--- src/rtl/div_seq.sv ---
// Multi-cycle radix-2 restoring divider sequencer for DIV/DIVU in the execute stage.
// Returns {remainder, quotient} with a one-cycle ready pulse; annul cancels an operation in flight.
module div_seq #(
    parameter int WIDTH = 32,
    parameter int ITER  = 32
) (
    input  logic               clk,
    input  logic               rst,
    input  logic               start,
    input  logic               signed_div,
    input  logic [WIDTH-1:0]   opdata1,
    input  logic [WIDTH-1:0]   opdata2,
    input  logic               annul,
    output logic [2*WIDTH-1:0] result,
    output logic               ready,
    output logic               busy
);

    localparam int CW = (ITER > 1) ? $clog2(ITER) : 1;

    typedef enum logic [1:0] {
        S_FREE   = 2'd0,
        S_BYZERO = 2'd1,
        S_ON     = 2'd2,
        S_END    = 2'd3
    } state_t;

    state_t           state;
    state_t           state_next;
    logic [CW-1:0]    cnt;
    logic [WIDTH-1:0] rem;
    logic [WIDTH-1:0] quo;
    logic [WIDTH-1:0] divisor;
    logic             neg1;
    logic             neg2;
    logic             sgn;

    logic [WIDTH:0]   rem_sh;
    logic [WIDTH:0]   diff;
    logic [WIDTH-1:0] rem_n;
    logic [WIDTH-1:0] quo_n;
    logic [WIDTH-1:0] q_fix;
    logic [WIDTH-1:0] r_fix;
    logic [WIDTH-1:0] abs1;
    logic [WIDTH-1:0] abs2;

    // One restoring step: the borrow out of the WIDTH+1 bit subtract decides the quotient bit.
    always_comb begin
        rem_sh = {rem, quo[WIDTH-1]};
        diff   = rem_sh - {1'b0, divisor};
        if (!diff[WIDTH]) begin
            rem_n = diff[WIDTH-1:0];
            quo_n = {quo[WIDTH-2:0], 1'b1};
        end else begin
            rem_n = rem_sh[WIDTH-1:0];
            quo_n = {quo[WIDTH-2:0], 1'b0};
        end
        q_fix = (sgn && (neg1 != neg2)) ? -quo_n : quo_n;
        r_fix = (sgn && neg1) ? -rem_n : rem_n;
        abs1  = (signed_div && opdata1[WIDTH-1]) ? -opdata1 : opdata1;
        abs2  = (signed_div && opdata2[WIDTH-1]) ? -opdata2 : opdata2;
    end

    always_comb begin
        state_next = state;
        case (state)
            S_FREE: begin
                if (start) begin
                    state_next = (opdata2 == '0) ? S_BYZERO : S_ON;
                end
            end
            S_BYZERO: state_next = S_END;
            S_ON: begin
                if (cnt == CW'(ITER - 1)) begin
                    state_next = S_END;
                end
            end
            S_END:   state_next = S_FREE;
            default: state_next = S_FREE;
        endcase
        if (annul) begin
            state_next = S_FREE;
        end
    end

    always_ff @(posedge clk) begin
        if (rst) begin
            state   <= S_FREE;
            ready   <= 1'b0;
            busy    <= 1'b0;
            result  <= '0;
            cnt     <= '0;
            rem     <= '0;
            quo     <= '0;
            divisor <= '0;
            neg1    <= 1'b0;
            neg2    <= 1'b0;
            sgn     <= 1'b0;
        end else begin
            state <= state_next;
            ready <= (state_next == S_END);
            busy  <= (state_next != S_FREE);

            if (state == S_FREE && state_next == S_ON) begin
                quo     <= abs1;
                divisor <= abs2;
                rem     <= '0;
                neg1    <= opdata1[WIDTH-1];
                neg2    <= opdata2[WIDTH-1];
                sgn     <= signed_div;
                cnt     <= '0;
            end else if (state == S_ON) begin
                rem <= rem_n;
                quo <= quo_n;
                cnt <= cnt + CW'(1);
            end

            if (annul) begin
                cnt <= '0;
            end

            // state_next is S_END only when annul is low, so an annulled op leaves result untouched.
            if (state_next == S_END) begin
                result <= (state == S_BYZERO) ? '0 : {r_fix, q_fix};
            end
        end
    end

endmodule
--- config.mk ---
export PLATFORM = sky130hd
export DESIGN_NAME = div_seq
export DESIGN_NICKNAME = d
export VERILOG_FILES = /design/src/rtl/div_seq.sv
export SDC_FILE = /design/constraint.sdc
export NUM_CORES = 1
export LEC_CHECK = 0
export ABC_CLOCK_PERIOD_IN_PS = 5500
export CORE_ASPECT_RATIO = 1.25
export CORE_MARGIN = 3
export CORE_UTILIZATION = 31
export CTS_CLUSTER_DIAMETER = 50
export CTS_CLUSTER_SIZE = 8
export DETAILED_ROUTE_END_ITERATION = 12
export DONT_BUFFER_PORTS = 1
export GPL_TIMING_DRIVEN = 0
export PLACE_DENSITY = 0.52
export SLEW_MARGIN = 25
export SYNTH_ARGS = -nofsm -noshare
export SYNTH_HDL_FRONTEND = slang
export SYNTH_SLANG_ARGS = --single-unit
--- constraint.sdc ---
create_clock -name clk -period 5.5 [get_ports clk]
set_clock_uncertainty 0.15 [all_clocks]
set_input_delay 0 -clock clk [delete_from_list [all_inputs] [get_ports clk]]
set_output_delay 0 -clock clk [all_outputs]
set_load 0.02 [all_outputs]
==> metrics.csv <==
metric;value;unit
Power Internal;2.681;mW
Worst Tran Pin Value;0.8440;ns
routed len/inst;20.11;um
Clock Latency Late Sink;0.45;ns
placed wire-length estimate;33.56;mm
Leak;5.492;nW
Routed WL;43.70;mm
total of max-cap violations;0;
total CTS buffers;17;
total grt overflow;0;
Max Slew Vio Count;0;
count leader, synth;nor2_1;
CP startpoint kind;flop;
synth unique cells;85;
clk slew on worst S/H paths;0.07;ns
Synth area leaders;dfxtp_1, nor2_1, a211oi_1;
Die Height;223.9;um
drt initial violations;750;
switching share of power;39.40;%
Cell Area, Placed;0.01238;mm^2
# IOs;135;
die width;180.3;um
layout cells sized above 1;11.50;%
P per Cell Area;299.8;mW/mm^2
final setup TNS;0;ns
synth cell count leaders;nor2_1, dfxtp_1, a21oi_1;
Hold Crit Class;in -> reg;
WP data arrival;5.58;ns
GRT Total Usage;20.86;%
Total Nets Final;1786;
most used cell, CP;buf_4;
number of global-route vias before repair;11940;
max incr delay on CP;0.39;ns
placed cells;1985;
Main synth FF type;dfxtp_1;
core footprint;0.03736;mm^2
design area;0.01476;mm^2
post-synth top area cell;dfxtp_1;
Slew headroom;43.73;%
crit path time final;5.386;ns
Initial Utilization;31.52;%
H-Tree Depth;4;
number of synthesized register bits;172;
cell area after synthesis;0.01178;mm^2
Layout area overhead;25.31;%
WP data required;5.69;ns
fin cells;2173;
number of diodes;0;
nature of the critical path endpoint;flop;
Syn Inst Count;1499;
Via density;5.480;
Max clock buf depth;2;
Switch Pwr;1.743;mW
number of synthesized flops with an enable pin;0;
first-pass GRT wire length;66.59;mm
CTS tree;yes;
via count;11910;
Remaining DRCs;0;
share of the synthesized area in the top cell type;29.24;%
Sequential Power Share;31.6;%
gpl congestion;0.9341;
hold_ws;0.01525;ns
Final setup viols;0;
Avg Inst Size Synth;7.856;um^2
Seq/Total Area, Yosys;29.24;%
largest net degree at the start of global routing;20;
Final Cycle Share;97.93;%
peak supply drop;0.2072;mV
CP max-delay cell;dfxtp_1;
worst setup path class;reg -> reg;
Die ar.;0.04038;mm^2
worst-path maximum fanout;7;
synth warn;0;
Clock Root Buffer;clkbuf_16;
Clk pwr share;25.9;%
drt pass-1 iters;5;
Logic pwr share;42.5;%
antenna violations before repair;0;
Sink Count;172;
Routed Antenna Nets;0;
Mapped Nets;1610;
status;finished, final reports clean;
fraction of registers with async set/reset;0;%
Achievable Freq;0.1857;GHz
IO buf count;0;
row count;79;
Final Hold Viols;0;
[per-layer routing]
layer | up-vias | track usage (%) | routed length (um)
li1 | 5777 | - | -
met1 | 5721 | 22.32 | 16640
met2 | 308 | 40.51 | 23230
met3 | 103 | 3.443 | 1950
met4 | 0 | 8.273 | 1880
met5 | - | 0 | 0
[cell usage in the layout, fill, tap and decap left out, types with 54 or more instances in the layout]
| cell type | netlist | final |
|---|---|---|
| inv_1 | 60 | 58 |
| xnor2_1 | 79 | 78 |
| nor2_1 | 221 | 219 |
| a21oi_1 | 125 | 121 |
| xor2_1 | 63 | 63 |
| buf_4 | 4 | 54 |
| a211oi_1 | 99 | 97 |
| dlygate4sd3_1 | 0 | 109 |
| nand2_1 | 94 | 94 |
| dfxtp_1 | 172 | 163 |
[cells by family (layout without fill, tap and decap cells)]
logic type | Yosys count | after routing | synth area share, %
AND/OR/NAND/NOR | 493 | 493 | 19.96
AO/OA/AOI/OAI | 441 | 441 | 25.62
flip-flops | 172 | 172 | 29.24
buffers and inverters | 159 | 347 | 5.822
XOR/XNOR | 142 | 142 | 10.56
multiplexers | 50 | 50 | 4.271
adder cells (fa/ha/maj) | 42 | 42 | 4.526
[state kept, by name, summed over array words and instances, names as in the netlist, 2 cells and up]
| register | count |
|---|---|
| rem | 32 |
| cnt | 5 |
| quo | 32 |
| divisor | 32 |
| state | 2 |
| result | 64 |
[layout make-up]
type                       count  area [um^2]
tap                          486        608.1
multi-input combinational   1168         7918
inverter                      61        234.0
clock buffer                  18        439.2
sequential                   172         3457
buffer                        93        501.7
clock inverter                13        106.4
timing repair buffer         162         1493
fill                        3863        22610
[per-stage QoR]
stage	power (mW)	setup slack (ns)	util, %
final	4.424	0.1137	39.50
after global routing	4.662	-0.07158	39.50
after CTS	4.294	0.0001270	38.48
after detailed placement	2.939	-1.038	33.15
after global placement	2.933	-1.094	33.15
after floorplan	2.518	0.1697	-
[worst max-delay path, delay by kind of cell, from the launching register on]
family | cells | cell delay (ns)
fa+ha+maj | 1 | 0.31
flops | 1 | 0.39
compound gates | 6 | 1.05
xor+xnor | 1 | 0.19
buf+inv | 18 | 2.46
simple gates | 3 | 0.72
[power groups by stage]
| stage | combinational [mW] | sequential [mW] | clock [mW] |
|---|---|---|---|
| after floorplan | 1.13 | 1.39 | 0 |
| after detailed placement | 1.52 | 1.42 | 0 |
| final | 1.88 | 1.40 | 1.15 |
| after global routing | 2.04 | 1.40 | 1.22 |
| after global placement | 1.51 | 1.42 | 0 |
| after CTS | 1.72 | 1.40 | 1.18 |
[repair_timing]
item                                    in CTS  in global routing
buffers inserted                            32                 24
hold buffers                               109                  0
resized for setup                           32                 52
cloned                                       0                  0
endpoints found under the setup margin      12                 19
endpoints found under the hold margin       75                  0
pin swaps                                   11                 34
[path summary, 6_finish.rpt]
path         slack, ns                     start                       end  cells after the start
max               0.11      rem[24]$_SDFFE_PP0P_   result[62]$_SDFFE_PP0P_                     29
min               0.02                opdata1[7]      quo[11]$_SDFFE_PP0P_                      6
min reg2reg       0.33  divisor[11]$_SDFFE_PP0P_  divisor[11]$_SDFFE_PP0P_                      2
max reg2reg       0.11      rem[24]$_SDFFE_PP0P_   result[62]$_SDFFE_PP0P_                     29
Note: power is estimated with default switching activity, not from simulation.
